===== config.mk =====
export PLATFORM = sky130hd
export DESIGN_NAME = score_game_ctrl
export DESIGN_NICKNAME = d
export VERILOG_FILES = /design/src/rtl/score_game_ctrl.sv
export SDC_FILE = /design/constraint.sdc
export NUM_CORES = 1
export LEC_CHECK = 0
export BUFFER_PORTS_ARGS = -buffer_cell sky130_fd_sc_hd__buf_2
export CORE_MARGIN = 5
export CORE_UTILIZATION = 40
export CTS_CLUSTER_SIZE = 12
export DETAILED_ROUTE_END_ITERATION = 10
export GPL_ROUTABILITY_DRIVEN = 0
export SETUP_SLACK_MARGIN = 0.02
export SYNTH_ARGS = -nofsm -noshare
export SYNTH_HDL_FRONTEND = slang
export SYNTH_SLANG_ARGS = --single-unit

===== constraint.sdc =====
create_clock -name system_clk -period 3.8 [get_ports system_clk]
set_input_delay 0.57 -clock system_clk [delete_from_list [all_inputs] [get_ports system_clk]]
set_output_delay 0.57 -clock system_clk [all_outputs]
set_load 0.01 [all_outputs]

===== src/rtl/score_game_ctrl.sv =====
// Game-level sequencer: IDLE/PLAY/OVER flow, one BCD score increment per pipe,
// best-score tracking and registered selection of the value shown on the display.
module score_game_ctrl #(
  parameter int unsigned ALT_CYCLES = 50_000_000,
  parameter logic [15:0] SCORE_MAX  = 16'h9999
) (
  input  logic        system_clk,
  input  logic        reset,
  input  logic        start,
  input  logic        pass,
  input  logic        crash,
  output logic [1:0]  state,
  output logic [15:0] score,
  output logic [15:0] best,
  output logic [15:0] disp_val,
  output logic        show_best,
  output logic        new_best,
  output logic        score_evt
);

  typedef enum logic [1:0] {
    ST_IDLE = 2'd0,
    ST_PLAY = 2'd1,
    ST_OVER = 2'd2
  } state_t;

  localparam int unsigned      CNT_W    = (ALT_CYCLES > 1) ? $clog2(ALT_CYCLES) : 1;
  localparam logic [CNT_W-1:0] CNT_LAST = CNT_W'(ALT_CYCLES - 1);
  localparam logic [CNT_W-1:0] CNT_ZERO = {CNT_W{1'b0}};
  localparam logic [CNT_W-1:0] CNT_ONE  = CNT_W'(1);

  // Add one to a 4-digit BCD word; a digit at 9 wraps to 0 and carries.
  function automatic logic [15:0] bcd_inc(input logic [15:0] v);
    logic [15:0] r;
    logic        carry;
    r     = v;
    carry = 1'b1;
    for (int i = 0; i < 4; i++) begin
      if (carry) begin
        if (v[4*i +: 4] == 4'd9) begin
          r[4*i +: 4] = 4'd0;
          carry       = 1'b1;
        end else begin
          r[4*i +: 4] = v[4*i +: 4] + 4'd1;
          carry       = 1'b0;
        end
      end else begin
        r[4*i +: 4] = v[4*i +: 4];
      end
    end
    return r;
  endfunction

  state_t           state_r, state_nxt_s;
  logic [15:0]      score_r, score_nxt_s;
  logic [15:0]      best_r, best_nxt_s;
  logic             new_best_r, new_best_nxt_s;
  logic             evt_r, evt_nxt_s;
  logic             pass_q_r, start_q_r;
  logic [CNT_W-1:0] alt_cnt_r, alt_cnt_nxt_s;
  logic             show_best_r, show_best_nxt_s;
  logic [15:0]      disp_val_r, disp_val_nxt_s;
  logic             pass_rise_s, start_rise_s;

  assign pass_rise_s  = pass & ~pass_q_r;
  assign start_rise_s = start & ~start_q_r;

  // Game flow, scoring and best-score update; crash outranks a same-cycle pass edge.
  always_comb begin
    state_nxt_s    = state_r;
    score_nxt_s    = score_r;
    best_nxt_s     = best_r;
    new_best_nxt_s = new_best_r;
    evt_nxt_s      = 1'b0;
    case (state_r)
      ST_IDLE: begin
        if (start_rise_s) begin
          state_nxt_s    = ST_PLAY;
          score_nxt_s    = 16'h0000;
          new_best_nxt_s = 1'b0;
        end else begin
          state_nxt_s = ST_IDLE;
        end
      end
      ST_PLAY: begin
        if (crash) begin
          state_nxt_s = ST_OVER;
          // BCD words order correctly under a plain unsigned compare.
          if (score_r > best_r) begin
            best_nxt_s     = score_r;
            new_best_nxt_s = 1'b1;
          end else begin
            best_nxt_s = best_r;
          end
        end else if (pass_rise_s) begin
          evt_nxt_s = 1'b1;
          if (score_r == SCORE_MAX) begin
            score_nxt_s = SCORE_MAX;
          end else begin
            score_nxt_s = bcd_inc(score_r);
          end
        end else begin
          state_nxt_s = ST_PLAY;
        end
      end
      ST_OVER: begin
        if (start_rise_s) begin
          state_nxt_s = ST_IDLE;
        end else begin
          state_nxt_s = ST_OVER;
        end
      end
      default: begin
        state_nxt_s = ST_IDLE;
      end
    endcase
  end

  // Display source: best in IDLE, score in PLAY, alternating in OVER starting with score.
  always_comb begin
    alt_cnt_nxt_s   = CNT_ZERO;
    show_best_nxt_s = 1'b0;
    case (state_r)
      ST_IDLE: begin
        show_best_nxt_s = 1'b1;
      end
      ST_PLAY: begin
        show_best_nxt_s = 1'b0;
      end
      ST_OVER: begin
        if (alt_cnt_r == CNT_LAST) begin
          alt_cnt_nxt_s   = CNT_ZERO;
          show_best_nxt_s = ~show_best_r;
        end else begin
          alt_cnt_nxt_s   = alt_cnt_r + CNT_ONE;
          show_best_nxt_s = show_best_r;
        end
      end
      default: begin
        show_best_nxt_s = 1'b0;
      end
    endcase
    disp_val_nxt_s = show_best_nxt_s ? best_r : score_r;
  end

  // State, score, best, edge history and display registers.
  always_ff @(posedge system_clk or negedge reset) begin
    if (!reset) begin
      state_r     <= ST_IDLE;
      score_r     <= 16'h0000;
      best_r      <= 16'h0000;
      new_best_r  <= 1'b0;
      evt_r       <= 1'b0;
      pass_q_r    <= 1'b0;
      start_q_r   <= 1'b0;
      alt_cnt_r   <= CNT_ZERO;
      show_best_r <= 1'b0;
      disp_val_r  <= 16'h0000;
    end else begin
      state_r     <= state_nxt_s;
      score_r     <= score_nxt_s;
      best_r      <= best_nxt_s;
      new_best_r  <= new_best_nxt_s;
      evt_r       <= evt_nxt_s;
      pass_q_r    <= pass;
      start_q_r   <= start;
      alt_cnt_r   <= alt_cnt_nxt_s;
      show_best_r <= show_best_nxt_s;
      disp_val_r  <= disp_val_nxt_s;
    end
  end

  assign state     = state_r;
  assign score     = score_r;
  assign best      = best_r;
  assign disp_val  = disp_val_r;
  assign show_best = show_best_r;
  assign new_best  = new_best_r;
  assign score_evt = evt_r;

endmodule


==> results of run 1 <==
placed cells by master, fill, tap and decap left out, types with 16 or more instances in the layout:
cell	netlist	layout
a21oi_1	16	16
a32oi_1	16	16
buf_2	0	56
dfrtp_1	81	81
ha_1	25	25
inv_1	38	38
nand2_1	26	26
nor2_1	30	30
nor4_1	21	21
o21ai_0	20	20
o31ai_1	21	21
xnor2_1	18	18
kinds of logic (layout without fill, tap and decap cells):
group | Yosys count | after routing | synth area share, %
AND/OR/NAND/NOR | 148 | 148 | 18.2
buffers and inverters | 56 | 116 | 5.08
AO/OA/AOI/OAI | 95 | 95 | 15.2
XOR/XNOR | 21 | 21 | 4.22
multiplexers | 16 | 16 | 3.70
adder cells (fa/ha/maj) | 25 | 25 | 7.18
flip-flops | 81 | 81 | 46.5
where the power goes:
part,internal [mW],switching (mW),total (mW)
logic,0.209,0.339,0.547
clock network,0.250,0.306,0.556
registers,0.963,0.0957,1.06
total,1.42,0.740,2.16
how the worst min path moves through the flow:
stage,from,end,cells past startpoint
global placement,alt_cnt_r[0],alt_cnt_r[0],1
global route,pass,pass_q_r,1
CTS,pass,pass_q_r,1
finish,pass,pass_q_r,1
floorplan,reset,alt_cnt_r[0],0
detailed placement,alt_cnt_r[0],alt_cnt_r[0],1
flip-flops by register name (all words and copies together) (netlist names):
signal     cells
alt_cnt_r     26
best          16
disp_val      16
score         16
state          2
new_best       1
pass_q_r       1
score_evt      1
show_best      1
start_q_r      1
worst register-to-register path: stages, from the launching register on:
cell     delay [ps]
dfrtp_1         450
ha_1            340
nand4_1         200
nor4_1          570
o21ai_1         140
buf_4           230
and3_1          450
o31ai_1         380
per-stage QoR:
step                      hold slack (ps)  utilization (%)
after detailed placement              476             44.6
final                                 338             46.1
after global routing                  327             46.1
after floorplan                       274                -
after global placement                459             44.6
after CTS                             327             46.1
final cells by class:
class | count | area [µm²] | share of cell area (%)
clock inverter | 3 | 17.5 | 0.353
inverter | 38 | 143 | 2.88
sequential | 81 | 2030 | 40.9
tap | 140 | 175 | 3.53
clock buffer | 12 | 145 | 2.93
timing repair buffer | 63 | 333 | 6.71
multi-input combinational | 305 | 2120 | 42.7
layer usage:
metal	global-route usage [%]	vias up
li1	-	1734
met1	22.5	1754
met2	28.5	113
met3	3.22	26
met4	8.95	0
met5	0	-
==> results.cfg, run 1 <==
[run_status]
outcome = completed

[clock_network]
clock-root-buffer = clkbuf_8
path_clk_slew_ps = 80
clock_latency_ps = 350
postCtsSetupBuffers = 0
cts_tree = yes
htree_num_levels = 3
cts_hold_buf = 0
cts-resized-gates = 0
clockBufferDepth = 2
cts_buffers = 9
cts.sinks = 81

[pwr]
powerDensity_nw_per_um2 = 436
p_total_mw = 2.16
p_leak_nw = 2.19
peakVddDrop_mv = 0.191

[floorplanning]
die_area_um2 = 13100
pin_count = 58
core_region_area_um2 = 10700
num_rows = 38
die_h_um = 114
die-width_um = 114
start_util_pct = 40.6

[logic_synthesis]
ys_seq_elements = 81
syn-cell-area_um2 = 4360
yosys-top-cells-area = dfrtp_1 (46%), ha_1 (7.2%), o31ai_1 (3.6%)
synth_top_area_cell = dfrtp_1
ys_seq_area_share_pct = 46.5
yosys.cell_types.count = 44
synth_cells = 442
synthesis.nets = 472
syn_avg_cell_area_um2 = 9.86
yosys_warnings = 0
synth-async-reset-ratio_pct = 100
synthFlopType = dfrtp_1
synth_edf_count = 0
yosys.area.top_type_share_pct = 46.5
synth.most_common_cell = dfrtp_1
synth_commonest_cells = dfrtp_1 (81), inv_1 (38), nor2_1 (30)

[worst_setup_path]
cpPeakStageDelay_ps = 570
worstPathRequired_ps = 4050
crit_path_end_kind = flip-flop
worstSetupPathDepth = 7
cpMaxStageDelayCell = nor4_1
crit_path_end = best[2]
r2r_start = score[13]
reg2reg_to = best[2]
r2r_slack_ps = 930
arrival_ps = 3110
crit_path_start = score[13]
path_cells = ha_1, nand4_1, nor4_1, o21ai_1, buf_4, and3_1, o31ai_1
critPathKind = reg -> reg
crit_buf_inv = 1
crit_path_max_fanout = 17
start_kind = flip-flop
path_delay_family = simple AND/OR/NAND/NOR gates
reg2regPathDepth = 7

[final_layout]
fill_cells = 1039
fin_cells = 642
area_delta_synth_final_pct = 13.7
nNetsFinal = 528
n_antenna_cell = 0
final_area_um2 = 4960
drive_above_1_share_pct = 16.3

[sta]
period_share_pct = 75.5
min_period_ps = 2870
clock_skew_ps = 11.9
fin_setup_tns_ps = 0
rsz0062_at_grt = false
hold_violations = 0
worst_pin_slew_ps = 1020
setup_ws_ps = 932
setup_viol = 0
fmax_mhz = 349
maxSlewViolCount = 0
relSlewSlack_pct = 31.8

[grt]
grt_pass1_wl_mm = 18.4
grtUsageTotal_pct = 17.6
antenna_found_initial = 0
grt_pass1_vias = 3708
gr-total-overflow = 0
grt_max_degree = 82

[detailed_routing]
met3_length_um = 535
via_count = 3627
met1_length_mm = 4.70
first_pass_iters = 4
ant_nets = 0
drt-total-wl_mm = 11.0
dr.max_layer_used = met4
drc = 0
drt-initial-drc-count = 221
dr_wl_met2_mm = 5.37
avgRoutedWirePerCell_um = 17.1
vias_per_cell = 5.65

[placed_design]
post-dp-hpwl_mm = 7.83
dp_cells = 627
placed_area_um2 = 4800
dp_slack_ps = 932
io_buffers = 57

[job]
cap_violations = 0

[min_path]
hp-class = in -> reg
(Power assumes the default switching activity.)
==> inputs of run 2 (changes only) <==
Settings changed: ABC_AREA set to 1.
Clock period 3.8 ns to 2.8 ns, I/O delays scaled along.
==> results.cfg, run 2 <==
[worst_setup_path]
cpMaxStageDelayCell = nor2_2
crit_path_end_kind = flip-flop
reg2reg_to = best[7]
r2r_slack_ps = 440
crit_buf_inv = 0
crit_path_max_fanout = 17
crit_path_frequent_cell = nand2_1
path_cells = ha_1, nand2_1, nor2_1, nand4_1, nor2_1, nor2_2, nand2_2, nand2_1, nand2_1
start_kind = flip-flop
arrival_ps = 2580
path_delay_family = simple AND/OR/NAND/NOR gates
crit_path_start = score[7]
worstPathRequired_ps = 3030
critPathKind = reg -> reg
cpPeakStageDelay_ps = 550
reg2regPathDepth = 9
r2r_start = score[7]

[final_layout]
seq_area_um2 = 2030
multiInputGateArea_um2 = 2170
drive_above_1_share_pct = 15.9
final_area_um2 = 5340
n_antenna_cell = 0
largest_reg_flops = 26
final_common_cell = nand2_1
top_register = alt_cnt_r
nNetsFinal = 679
area_delta_synth_final_pct = 18.5
fin_util_pct = 48.9
fill_cells = 1065
mostFrequentLayoutCells = nand2_1 (158), dfrtp_1 (81), nor2_1 (68)

[sta]
min_period_ps = 2360
fin_setup_tns_ps = 0
worst_pin_slew_ps = 737
fmax_mhz = 425
clock_skew_ps = 12.6
relSlewSlack_pct = 50.7
period_share_pct = 84.1
hold_ws_ps = 46.9
maxSlewViolCount = 0
hold_violations = 0
setup_viol = 0
setup_ws_ps = 445
rsz0062_at_grt = false

[clock_network]
clock-root-buffer = clkbuf_16
clockBufferDepth = 2
cts_hold_buf = 0
cts-resized-gates = 0
cts_buffers = 9
clock_latency_ps = 350
path_clk_slew_ps = 60
postCtsSetupBuffers = 0
htree_num_levels = 3
cts_tree = yes
cts.sinks = 81

[logic_synthesis]
synth_cells = 578
synth_edf_count = 0
syn-cell-area_um2 = 4510
synth.most_common_cell = nand2_1
yosys_warnings = 0
ys_seq_elements = 81
yosys-top-cells-area = dfrtp_1 (45%), nand2_1 (13%), nand3_1 (7.1%)
synthesis.nets = 608
ys_seq_area_share_pct = 45.0
synth-async-reset-ratio_pct = 100
synthFlopType = dfrtp_1
syn_avg_cell_area_um2 = 7.80
yosys.cell_types.count = 32
synth_top_area_cell = dfrtp_1
synth_commonest_cells = nand2_1 (158), dfrtp_1 (81), nor2_1 (68)
yosys.area.top_type_share_pct = 45.0

[grt]
grt_pass1_wl_mm = 19.7
grtUsageTotal_pct = 19.0
grt_pass1_vias = 3931
gr-total-overflow = 0
grt_max_degree = 45
antenna_found_initial = 0

[pwr]
peakVddDrop_mv = 0.635
powerDensity_nw_per_um2 = 819
p_leak_nw = 2.71

[floorplanning]
start_util_pct = 41.2
num_rows = 38
die-width_um = 116
core_region_area_um2 = 10900
die_h_um = 116
die_area_um2 = 13500
pin_count = 58

[detailed_routing]
dr_wl_met2_mm = 5.60
ant_nets = 0
dr.max_layer_used = met4
via_count = 4034
vias_per_cell = 5.08
met1_length_mm = 5.56
met3_length_um = 611
drt-total-wl_mm = 12.0
drt-initial-drc-count = 251
first_pass_iters = 5
drc = 0
avgRoutedWirePerCell_um = 15.2

[placed_design]
placed_area_um2 = 5010
dp_slack_ps = 440
io_buffers = 57
post-dp-hpwl_mm = 8.96

[run_status]
outcome = completed

[min_path]
hp-class = in -> async

[job]
cap_violations = 0
run 2: area by class of cell:
| class | count | share of cell area (%) |
|---|---|---|
| multi-input combinational | 421 | 40.7 |
| sequential | 81 | 37.9 |
| timing repair buffer | 68 | 7.17 |
| inverter | 68 | 4.78 |
| clock buffer | 10 | 4.47 |
| tap | 140 | 3.28 |
| clock inverter | 6 | 1.71 |
run 2: stage by stage:
stage / total power [mW] / instances
global placement: 3.09 / 778
finish: 4.38 / 794
global route: 4.70 / 794
CTS: 4.42 / 794
floorplan: 2.53 / 578
detailed placement: 3.11 / 778
run 2: cell families (layout without fill, tap and decap cells):
| family | Yosys count | after routing | synth area share (%) |
|---|---|---|---|
| AO/OA/AOI/OAI | 49 | 49 | 5.94 |
| XOR/XNOR | 13 | 13 | 2.53 |
| adder cells (fa/ha/maj) | 25 | 25 | 6.94 |
| buffers and inverters | 76 | 152 | 6.86 |
| flip-flops | 81 | 81 | 45.0 |
| AND/OR/NAND/NOR | 334 | 334 | 32.8 |
run 2: how the worst max path moves through the flow:
stage               depth (start not counted)      end  slack, ps
global placement                            9  best[1]        480
global route                               10  best[4]        170
CTS                                         9  best[9]        450
finish                                      9  best[7]        440
floorplan                                  11  best[8]       1010
detailed placement                          9  best[2]        440
run 2: per-layer routing:
metal / vias up / track usage (%)
met5: - / 0
li1: 1999 / -
met3: 21 / 4.51
met2: 107 / 29.9
met4: 0 / 8.43
met1: 1907 / 25.1
run 2: worst register-to-register path, cell delays in order, from the launching register on:
cell and delay, ps:
dfrtp_1 460, ha_1 340, nand2_1 100, nor2_1 70, nand4_1 70, nor2_1 50, nor2_2 550, nand2_2 400
nand2_1 150, nand2_1 60
run 2: report_power, final:
group | internal, mW | switching (mW) | leakage (nW)
Combinational | 0.499 | 1.04 | 1.45
Clock | 0.806 | 0.495 | 0.151
Sequential | 1.36 | 0.176 | 1.11
==> inputs of run 3 (changes only) <==
Clock period 2.8 ns to 2.26 ns, I/O delays scaled along.
==> results.cfg, run 3 (synthesis gave the netlist of run 2 again) <==
[clock_network]
htree_num_levels = 3
cts_tree = yes
path_clk_slew_ps = 60
cts.sinks = 81
clockBufferDepth = 2
postCtsSetupBuffers = 0
clock-root-buffer = clkbuf_16
clock_latency_ps = 340
cts_buffers = 9

[final_layout]
drive_above_1_share_pct = 16.4
fill_cells = 1067
multiInputGateArea_um2 = 2180
fin_util_pct = 49.3
final_area_um2 = 5390
final_common_cell = nand2_1
nNetsFinal = 684
largest_reg_flops = 26
seq_area_um2 = 2030
n_antenna_cell = 0
mostFrequentLayoutCells = nand2_1 (158), dfrtp_1 (81), nor2_1 (68)
area_delta_synth_final_pct = 19.6
top_register = alt_cnt_r

[run_status]
outcome = completed

[worst_setup_path]
arrival_ps = 2260
crit_path_start = score[1]
start_kind = flip-flop
critPathKind = reg -> reg
crit_path_max_fanout = 7
r2r_slack_ps = 230
crit_path_frequent_cell = nor2_1
reg2regPathDepth = 8
cpMaxStageDelayCell = dfrtp_1
r2r_start = score[1]
path_cells = inv_1, ha_1, nand3_1, nor2_1, nand2_1, nor2_1, nor2_1, o21ai_0
worstPathRequired_ps = 2490
reg2reg_to = score[11]
cpPeakStageDelay_ps = 460
crit_path_end_kind = flip-flop

[min_path]
hp-class = in -> reg
holdPathEnd = pass_q_r
worst_hold_path.num_cells = 1
hp-start = pass

[grt]
antenna_found_initial = 0
grt_max_degree = 49
grt_pass1_vias = 4029
gr-total-overflow = 0
grtUsageTotal_pct = 19.4
grt_pass1_wl_mm = 20.3

[floorplanning]
num_rows = 38
pin_count = 58
die_h_um = 116
die_area_um2 = 13500
start_util_pct = 41.2
core_region_area_um2 = 10900
die-width_um = 116

[sta]
hold_violations = 0
fin_setup_tns_ps = 0
relSlewSlack_pct = 69.0
rsz0062_at_grt = false
min_period_ps = 2030
maxSlewViolCount = 0
fmax_mhz = 494
worst_pin_slew_ps = 461
clock_skew_ps = 8.40
period_share_pct = 89.6
setup_viol = 0

[placed_design]
io_buffers = 57
placed_area_um2 = 5040
post-dp-hpwl_mm = 9.07

[detailed_routing]
drt-initial-drc-count = 245
drc = 0
via_count = 4042
ant_nets = 0
vias_per_cell = 5.06
avgRoutedWirePerCell_um = 15.2
drt-total-wl_mm = 12.1
first_pass_iters = 5

[pwr]
seqPwrFrac_pct = 35.1
combPwrFrac_pct = 35.8
clockPowerShare_pct = 29.2
switching_share_pct = 39.1
powerDensity_nw_per_um2 = 1020
power.switching_mw = 2.15
p_int_mw = 3.35
p_leak_nw = 2.73
peakVddDrop_mv = 0.840

[job]
cap_violations = 0
[run 3: cell count changes in the layout (fill, tap and decap cells not counted)]
cell / change
clkinvlp_4: -2
nand2_8: +1
clkbuf_8: +1
clkinv_4: -1
clkinv_2: +2
nand2_4: -1
dlygate4sd3_1: +1
buf_4: +4
[run 3: cell type report]
cell class | instances | area share, %
multi-input combinational | 421 | 40.5
timing repair buffer | 73 | 7.84
tap | 140 | 3.25
sequential | 81 | 37.6
inverter | 68 | 4.73
clock buffer | 11 | 4.69
clock inverter | 5 | 1.44
[run 3: timing repair]
item | in CTS | in global routing
hold buffers | 1 | 0
hold endpoints to repair | 33 | 0
setup endpoints to repair | 0 | 3
resized for setup | 0 | 1
[run 3: worst max path at each step]
stage	endpoint	slack, ps	cells after the start
floorplan	best[8]	470	11
global placement	disp_val[5]	330	11
detailed placement	disp_val[5]	240	11
CTS	disp_val[5]	210	11
global route	score[11]	60	8
finish	score[11]	230	8
[run 3: critical path, delay by kind of cell, from the launching register on]
| family | cells | cell delay [ps] |
|---|---|---|
| and+or+nand+nor | 5 | 960 |
| DFF | 1 | 460 |
| AOI/OAI and AO/OA | 1 | 230 |
| adders and majority gates | 1 | 150 |
| buffers and inverters | 1 | 130 |
[run 3: power groups by stage]
stage / sequential [mW] / combinational (mW) / clock, mW
after floorplan: 2.01 / 1.13 / 0
after global placement: 1.95 / 1.92 / 0
after detailed placement: 1.95 / 1.95 / 0
after CTS: 1.93 / 1.96 / 1.64
after global routing: 1.97 / 2.21 / 1.71
final: 1.93 / 1.97 / 1.60
[run 3: metrics by stage]
step | std cells | power, mW | hold WS, ps | worst slack, ps
after global placement | 782 | 3.87 | 319 | 333
after floorplan | 578 | 3.14 | 43.4 | 472
after global routing | 799 | 5.88 | 114 | 61.3
after detailed placement | 782 | 3.90 | 327 | 239
after CTS | 799 | 5.53 | 106 | 213
final | 799 | 5.50 | 120 | 234
[run 3: layer usage]
layer	wire length (µm)	GRT usage (%)	part of all wire, %	up-vias
li1	-	-	-	2012
met1	5580	26.7	46	1885
met2	5610	30.1	46	117
met3	610	3.01	5.0	28
met4	347	9.05	2.9	0
met5	0	0	0	-
